`src/rtl/cp0_exception_unit_if.sv`:
```
`default_nettype none
// ============================================================================
// Module   : cp0_exception_unit_if
// Purpose  : Core <-> CP0 instruction-side bus (MTC0/MFC0/ERET/exception flags).
// Revision : 1.0 - initial release
// ============================================================================
interface cp0_exception_unit_if;
  logic [31:0] PresentPC;
  logic        IsCOP0;
  logic        IsMtc0;
  logic        IsEret;
  logic        IsSyscall;
  logic        IsUndef;
  logic        Overflow;
  logic [4:0]  Rd;
  logic [31:0] WriteData;
  logic        HasExp;
  logic [31:0] EPC;
  logic [31:0] ReadData;
  logic [4:0]  ExcCode;

  modport master (
    output PresentPC, IsCOP0, IsMtc0, IsEret, IsSyscall, IsUndef, Overflow, Rd, WriteData,
    input  HasExp, EPC, ReadData, ExcCode
  );

  modport slave (
    input  PresentPC, IsCOP0, IsMtc0, IsEret, IsSyscall, IsUndef, Overflow, Rd, WriteData,
    output HasExp, EPC, ReadData, ExcCode
  );
endinterface
`default_nettype wire

```
`src/rtl/cp0_exception_unit.sv`:
```
`default_nettype none
// ============================================================================
// Module   : cp0_exception_unit
// Purpose  : CP0 Status/Cause/EPC, interrupt sync, exception priority and ERET.
//            Optional Count/Compare timer enabled by defining CP0_TIMER_EN.
// Revision : 1.0 - initial release
// ============================================================================
module cp0_exception_unit #(
  parameter int SYNC_STAGES = 2,
  parameter int HW_INT_NUM  = 6
) (
  input  logic                  clk,
  input  logic                  rst_n,
  input  logic [HW_INT_NUM-1:0] HwInt,
  cp0_exception_unit_if.slave   bus
);

  localparam logic [4:0] c_exc_int  = 5'd0;
  localparam logic [4:0] c_exc_ri   = 5'd10;
  localparam logic [4:0] c_exc_ov   = 5'd12;
  localparam logic [4:0] c_exc_sys  = 5'd8;

  logic [HW_INT_NUM-1:0] sync_q [SYNC_STAGES];
  logic [HW_INT_NUM-1:0] sync_d [SYNC_STAGES];

  logic        ie_q, ie_d;
  logic        exl_q, exl_d;
  logic [7:0]  im_q, im_d;
  logic [1:0]  sw_ip_q, sw_ip_d;
  logic [29:0] epc_q, epc_d;
  logic [4:0]  exc_code_q, exc_code_d;

  logic [5:0]  hw_ip;
  logic [7:0]  ip;
  logic        timer_pending;
  logic        int_req;
  logic        sync_exc;
  logic        has_exp;
  logic [4:0]  win_code;
  logic        mtc0_en;
  logic        eret_en;
  logic [31:0] read_data;
  logic        unused_pc_bits;

  always_comb begin
    sync_d[0] = HwInt;
    for (int i = 1; i < SYNC_STAGES; i++) begin
      sync_d[i] = sync_q[i-1];
    end
  end

  // Lines beyond HW_INT_NUM read as zero in Cause.IP.
  always_comb begin
    hw_ip = '0;
    for (int i = 0; i < HW_INT_NUM; i++) begin
      hw_ip[i] = sync_q[SYNC_STAGES-1][i];
    end
  end

  assign ip       = {hw_ip[5] | timer_pending, hw_ip[4:0], sw_ip_q};
  assign int_req  = ie_q & ~exl_q & |(ip & im_q);
  assign sync_exc = (bus.IsUndef | bus.Overflow | bus.IsSyscall) & ~exl_q;
  assign has_exp  = int_req | sync_exc;
  assign mtc0_en  = bus.IsCOP0 & bus.IsMtc0 & ~has_exp;
  assign eret_en  = bus.IsCOP0 & bus.IsEret & ~has_exp;

  always_comb begin
    if (int_req)          win_code = c_exc_int;
    else if (bus.IsUndef) win_code = c_exc_ri;
    else if (bus.Overflow) win_code = c_exc_ov;
    else                  win_code = c_exc_sys;
  end

  always_comb begin
    ie_d       = ie_q;
    exl_d      = exl_q;
    im_d       = im_q;
    sw_ip_d    = sw_ip_q;
    epc_d      = epc_q;
    exc_code_d = exc_code_q;
    if (has_exp) begin
      epc_d      = bus.PresentPC[31:2];
      exl_d      = 1'b1;
      exc_code_d = win_code;
    end else begin
      if (mtc0_en) begin
        case (bus.Rd)
          5'd12: begin
            ie_d  = bus.WriteData[0];
            exl_d = bus.WriteData[1];
            im_d  = bus.WriteData[15:8];
          end
          5'd13:   sw_ip_d = bus.WriteData[9:8];
          5'd14:   epc_d   = bus.WriteData[31:2];
          default: ;
        endcase
      end
      // ERET is applied last so it wins over a same-cycle EXL write.
      if (eret_en) begin
        exl_d = 1'b0;
      end
    end
  end

  always_ff @(posedge clk or negedge rst_n) begin
    if (!rst_n) begin
      for (int i = 0; i < SYNC_STAGES; i++) begin
        sync_q[i] <= '0;
      end
      ie_q       <= 1'b0;
      exl_q      <= 1'b0;
      im_q       <= '0;
      sw_ip_q    <= '0;
      epc_q      <= '0;
      exc_code_q <= '0;
    end else begin
      for (int i = 0; i < SYNC_STAGES; i++) begin
        sync_q[i] <= sync_d[i];
      end
      ie_q       <= ie_d;
      exl_q      <= exl_d;
      im_q       <= im_d;
      sw_ip_q    <= sw_ip_d;
      epc_q      <= epc_d;
      exc_code_q <= exc_code_d;
    end
  end

`ifdef CP0_TIMER_EN
  logic [31:0] count_q, count_d;
  logic [31:0] compare_q, compare_d;
  logic        timer_pending_q, timer_pending_d;

  always_comb begin
    count_d         = count_q + 32'd1;
    compare_d       = compare_q;
    timer_pending_d = timer_pending_q;
    if ((count_q == compare_q) && (compare_q != 32'd0)) begin
      timer_pending_d = 1'b1;
    end
    if (mtc0_en && (bus.Rd == 5'd9)) begin
      count_d = bus.WriteData;
    end
    if (mtc0_en && (bus.Rd == 5'd11)) begin
      compare_d       = bus.WriteData;
      timer_pending_d = 1'b0;
    end
  end

  always_ff @(posedge clk or negedge rst_n) begin
    if (!rst_n) begin
      count_q         <= '0;
      compare_q       <= '0;
      timer_pending_q <= 1'b0;
    end else begin
      count_q         <= count_d;
      compare_q       <= compare_d;
      timer_pending_q <= timer_pending_d;
    end
  end

  assign timer_pending = timer_pending_q;
`else
  assign timer_pending = 1'b0;
`endif

  always_comb begin
    read_data = 32'd0;
    case (bus.Rd)
`ifdef CP0_TIMER_EN
      5'd9:    read_data = count_q;
      5'd11:   read_data = compare_q;
`endif
      5'd12:   read_data = {16'd0, im_q, 6'd0, exl_q, ie_q};
      5'd13:   read_data = {16'd0, ip, 1'b0, exc_code_q, 2'b00};
      5'd14:   read_data = {epc_q, 2'b00};
      default: read_data = 32'd0;
    endcase
  end

  assign bus.HasExp   = has_exp;
  assign bus.EPC      = {epc_q, 2'b00};
  assign bus.ReadData = read_data;
  assign bus.ExcCode  = exc_code_q;

  assign unused_pc_bits = ^bus.PresentPC[1:0];

endmodule
`default_nettype wire

```
`src/flat_wrapper.sv`:
```
// flat-port wrapper written by rule: the top's interface ports become plain ports
module cp0_exception_unit_flat 
#(
  parameter int SYNC_STAGES = 2,
  parameter int HW_INT_NUM  = 6
)
  (clk, rst_n, HwInt, bus_PresentPC, bus_IsCOP0, bus_IsMtc0, bus_IsEret, bus_IsSyscall, bus_IsUndef, bus_Overflow, bus_Rd, bus_WriteData, bus_HasExp, bus_EPC, bus_ReadData, bus_ExcCode);
  cp0_exception_unit_if bus_i ();
  input  logic clk;
  input  logic rst_n;
  input  logic [HW_INT_NUM-1:0] HwInt;
  input wire logic [$bits(bus_i.PresentPC)-1:0] bus_PresentPC;
  input wire logic [$bits(bus_i.IsCOP0)-1:0] bus_IsCOP0;
  input wire logic [$bits(bus_i.IsMtc0)-1:0] bus_IsMtc0;
  input wire logic [$bits(bus_i.IsEret)-1:0] bus_IsEret;
  input wire logic [$bits(bus_i.IsSyscall)-1:0] bus_IsSyscall;
  input wire logic [$bits(bus_i.IsUndef)-1:0] bus_IsUndef;
  input wire logic [$bits(bus_i.Overflow)-1:0] bus_Overflow;
  input wire logic [$bits(bus_i.Rd)-1:0] bus_Rd;
  input wire logic [$bits(bus_i.WriteData)-1:0] bus_WriteData;
  output wire logic [$bits(bus_i.HasExp)-1:0] bus_HasExp;
  output wire logic [$bits(bus_i.EPC)-1:0] bus_EPC;
  output wire logic [$bits(bus_i.ReadData)-1:0] bus_ReadData;
  output wire logic [$bits(bus_i.ExcCode)-1:0] bus_ExcCode;
  assign bus_i.PresentPC = bus_PresentPC;
  assign bus_i.IsCOP0 = bus_IsCOP0;
  assign bus_i.IsMtc0 = bus_IsMtc0;
  assign bus_i.IsEret = bus_IsEret;
  assign bus_i.IsSyscall = bus_IsSyscall;
  assign bus_i.IsUndef = bus_IsUndef;
  assign bus_i.Overflow = bus_Overflow;
  assign bus_i.Rd = bus_Rd;
  assign bus_i.WriteData = bus_WriteData;
  assign bus_HasExp = bus_i.HasExp;
  assign bus_EPC = bus_i.EPC;
  assign bus_ReadData = bus_i.ReadData;
  assign bus_ExcCode = bus_i.ExcCode;
  cp0_exception_unit #(.SYNC_STAGES(SYNC_STAGES), .HW_INT_NUM(HW_INT_NUM)) u_core (.clk(clk), .rst_n(rst_n), .HwInt(HwInt), .bus(bus_i));
endmodule
```
`config.mk`:
```
export PLATFORM = sky130hd
export DESIGN_NAME = cp0_exception_unit_flat
export DESIGN_NICKNAME = d
export VERILOG_FILES = /design/src/rtl/cp0_exception_unit_if.sv /design/src/rtl/cp0_exception_unit.sv /design/src/flat_wrapper.sv
export SDC_FILE = /design/constraint.sdc
export NUM_CORES = 1
export LEC_CHECK = 0
export BUFFER_PORTS_ARGS = -buffer_cell sky130_fd_sc_hd__buf_2
export CAP_MARGIN = 25
export CORE_ASPECT_RATIO = 2
export CORE_MARGIN = 3
export CORE_UTILIZATION = 41
export DETAILED_ROUTE_END_ITERATION = 8
export PLACE_DENSITY_LB_ADDON = 0.08
export SLEW_MARGIN = 40
export SYNTH_ARGS = -nofsm -noshare
export SYNTH_HDL_FRONTEND = slang
export SYNTH_SLANG_ARGS = --single-unit
export TNS_END_PERCENT = 1
```
`constraint.sdc`:
```
create_clock -name clk -period 1.83 [get_ports clk]
set_input_delay 0.0915 -clock clk [delete_from_list [all_inputs] [get_ports clk]]
set_output_delay 0.0915 -clock clk [all_outputs]
set_load 0.05 [all_outputs]
```
==> impl_metrics.yaml <==
power:
  power_mw: 7.55
  seqPwrFrac: 0.271
  power.leakage_nw: 2.27
  p_comb_frac: 0.468
  intPower_mw: 4.42
  clockPowerShare: 0.261
  irDropWorstVdd_v: 0.00115
  power_density_mw_per_mm2: 1620
  switching_share: 0.415
  p_sw_mw: 3.14
cts:
  cts_buffers: 9
  clock-sinks: 57
  cts.path.max_buffers: 2
  cts_root_buffer: "clkbuf_16"
  cts_tree: "yes"
  insertion_delay_ns: 0.33
  clk_pin_slew_ns: 0.05
  htree_levels: 3
critical_path:
  worstPathMaxFanout: 8
  startpoint_type: "flip-flop"
  timing_worst_setup_path_type: "flip-flop to flip-flop"
  cp.required_ns: 2.04
  endpoint_kind: "flip-flop"
  critPathArrivalTime_ns: 1.98
global_routing:
  grt_start_max_net_pins: 58
  grtUsageTotal: 0.220
  grt_pass1_vias: 2838
  antenna_found_initial: 0
  overflow: 0
  grt_first_pass_wirelength_microns: 13500
layout:
  final_cell_area_sq_mm: 0.00465
  drive_gt1_frac: 0.596
  fill_cells: 544
  multi_input_area_sq_mm: 0.00147
  layout.cells.non_filler: 534
  syn2layout_area_growth_pct: 60.6
  final_nets: 524
  seq_area_sq_mm: 0.00143
  insertedDiodeCount: 0
logic_synthesis:
  synth-seq-cells: 57
  synth_area_sq_mm: 0.00290
  synth.distinct_cells: 26
  post_synth.cell_area_avg_sq_um: 12.2
  yosysSeqAreaShare: 0.492
  synthCells: 238
  ys_warn_count: 0
sta:
  setup_viol: 0
  min_period_ns: 1.77
  fin_crit_sh: 0.968
  max_freq_mhz: 565
  grt_setup_unrepaired: "yes"
  finalSetupTns_ns: 0
  hold_violations: 0
  skew_ns: 0.00557
  slew_violations: 0
  worst_slack_ns: 0.0594
place:
  dp.cells: 480
  placed_area_sq_mm: 0.00386
  dp_hpwl_microns: 6150
  routabilityCongestion: 0.818
  preCtsSetupSlack_ns: -0.0455
  io_buffers: 146
route:
  drt_first_pass_iters: 4
  finalWirelength_microns: 8530
  vias_per_cell: 4.90
  first_iter_violations: 123
  wl_per_cell_microns: 16.0
  drc: 0
  drtAntennaViolNets: 0
  vias: 2617
worst_hold_path:
  hold_path.class: "primary input to flip-flop"
run:
  drv_cap: 0
status:
  outcome: "finished, final reports clean"
die:
  die-height_microns: 125
  initial_core_util: 0.431
  pin_count: 153
  die_area_sq_mm: 0.00818
  core_sq_mm: 0.00673
  rows: 42
  die_w_microns: 65.5
-- synth_stat cells --
| cell | count | area [sq um] |
|---|---|---|
| o31a_1 | 1 | 8.76 |
| a311o_1 | 1 | 10.0 |
| nor3_1 | 3 | 15.0 |
| buf_2 | 4 | 20.0 |
| dfrtp_1 | 57 | 1430 |
| and2_1 | 22 | 138 |
| nand2b_1 | 3 | 18.8 |
| o21ai_0 | 2 | 10.0 |
| buf_1 | 1 | 3.75 |
| mux2i_1 | 10 | 100 |
| inv_1 | 1 | 3.75 |
| a21oi_1 | 9 | 45.0 |
| nand3b_4 | 1 | 20.0 |
| clkbuf_1 | 6 | 22.5 |
| nand2_1 | 1 | 3.75 |
| nor2_1 | 26 | 97.6 |
| nand3b_1 | 1 | 7.51 |
| a41oi_2 | 1 | 16.3 |
| nor4_4 | 1 | 21.3 |
| nor2b_1 | 2 | 12.5 |
| a22oi_1 | 7 | 52.6 |
| conb_1 | 1 | 3.75 |
| buf_4 | 4 | 30.0 |
| nor4_1 | 2 | 12.5 |
| mux2_2 | 70 | 788 |
| or3_4 | 1 | 11.3 |
-- power groups by stage --
stage / combinational (mW) / sequential [mW] / clock, mW
finish: 3.54 / 2.05 / 1.97
global route: 3.72 / 2.11 / 2.06
CTS: 3.56 / 2.04 / 2.01
detailed placement: 3.42 / 2.05 / 0
global placement: 3.37 / 2.03 / 0
floorplan: 1.26 / 3.29 / 0
-- final cells by class --
class	instances	share of cell area
clock buffers	10	0.0513
clock inverters	6	0.0245
inverters	1	0.000806
multi-input cells	168	0.316
flip-flops and latches	57	0.306
well taps	88	0.0237
repair buffers	204	0.277
-- worst max-delay path, stage by stage (launching register included) --
cell and delay, ns:
dfrtp_1 0.39, a22oi_1 0.23, a41oi_2 0.19, buf_4 0.19, nor4_4 0.14, buf_6 0.20
mux2_4 0.31
-- registers in the layout, indices dropped and copies added (netlist names) --
name and flops:
u_core.epc_q 30, u_core.im_q 8, u_core.hw_ip 6, u_core.sync_d 6, u_core.bus.ExcCode 3, u_core.sw_ip_q 2
u_core.exl_q 1, u_core.ie_q 1
-- worst paths after layout --
kind	end	startpoint	slack, ns	cells after the start
max in group asynchronous	u_core.epc_q[4]	rst_n	1.26	3
worst max-delay path	u_core.im_q[2]	u_core.im_q[7]	0.06	6
min in group asynchronous	u_core.epc_q[5]	rst_n	0.31	3
worst min register to register	u_core.hw_ip[4]	u_core.sync_d[4]	0.34	0
worst max register to register	u_core.im_q[2]	u_core.im_q[7]	0.06	6
worst min-delay path	u_core.epc_q[5]	bus_PresentPC[7]	0.01	2
-- per-layer routing --
layer / routed length [microns] / vias up / track usage
met1: 2790 / 1280 / 0.209
met4: 121 / 0 / 0.0770
met3: 445 / 11 / 0.0578
met5: 0 / - / 0
li1: - / 1238 / -
met2: 5170 / 88 / 0.429
-- through the flow --
stage | util | hold slack, ns
floorplan | - | -0.204
global placement | 0.574 | 0.122
detailed placement | 0.574 | 0.124
CTS | 0.691 | 0.000574
global route | 0.692 | 0.00807
finish | 0.692 | 0.0149
-- cells in the final DEF, fill, tap and decap left out, types with 2 or more instances in the layout --
cell / netlist / routed
nor2b_1: 2 / 2
bufinv_16: 0 / 3
buf_12: 0 / 2
a21oi_1: 9 / 9
buf_2: 4 / 145
nand2b_1: 3 / 3
dfrtp_1: 57 / 57
mux2_2: 70 / 62
nor2_1: 26 / 24
mux2i_1: 10 / 10
clkinvlp_4: 0 / 2
o21ai_0: 2 / 2
and2_1: 22 / 22
a22oi_1: 7 / 4
dlygate4sd3_1: 0 / 36
a22oi_2: 0 / 3
nor3_1: 3 / 2
buf_4: 4 / 19
clkbuf_16: 0 / 9
conb_1: 1 / 4
buf_6: 0 / 2
mux2_4: 0 / 8
-- cell families after synthesis --
group                  synth area share
other                           0.00129
and+or+nand+nor                   0.123
DFF                               0.492
muxes                             0.306
buffers and inverters            0.0276
AOI/OAI and AO/OA                0.0492
-- timing repair --
action	in CTS	in global routing
setup buffers	2	0
pin swaps	5	3
hold buffers	36	0
hold endpoints to repair	92	0
setup endpoints to repair	17	11
gates resized for setup	15	2
Power figures use the tool's default switching activity.
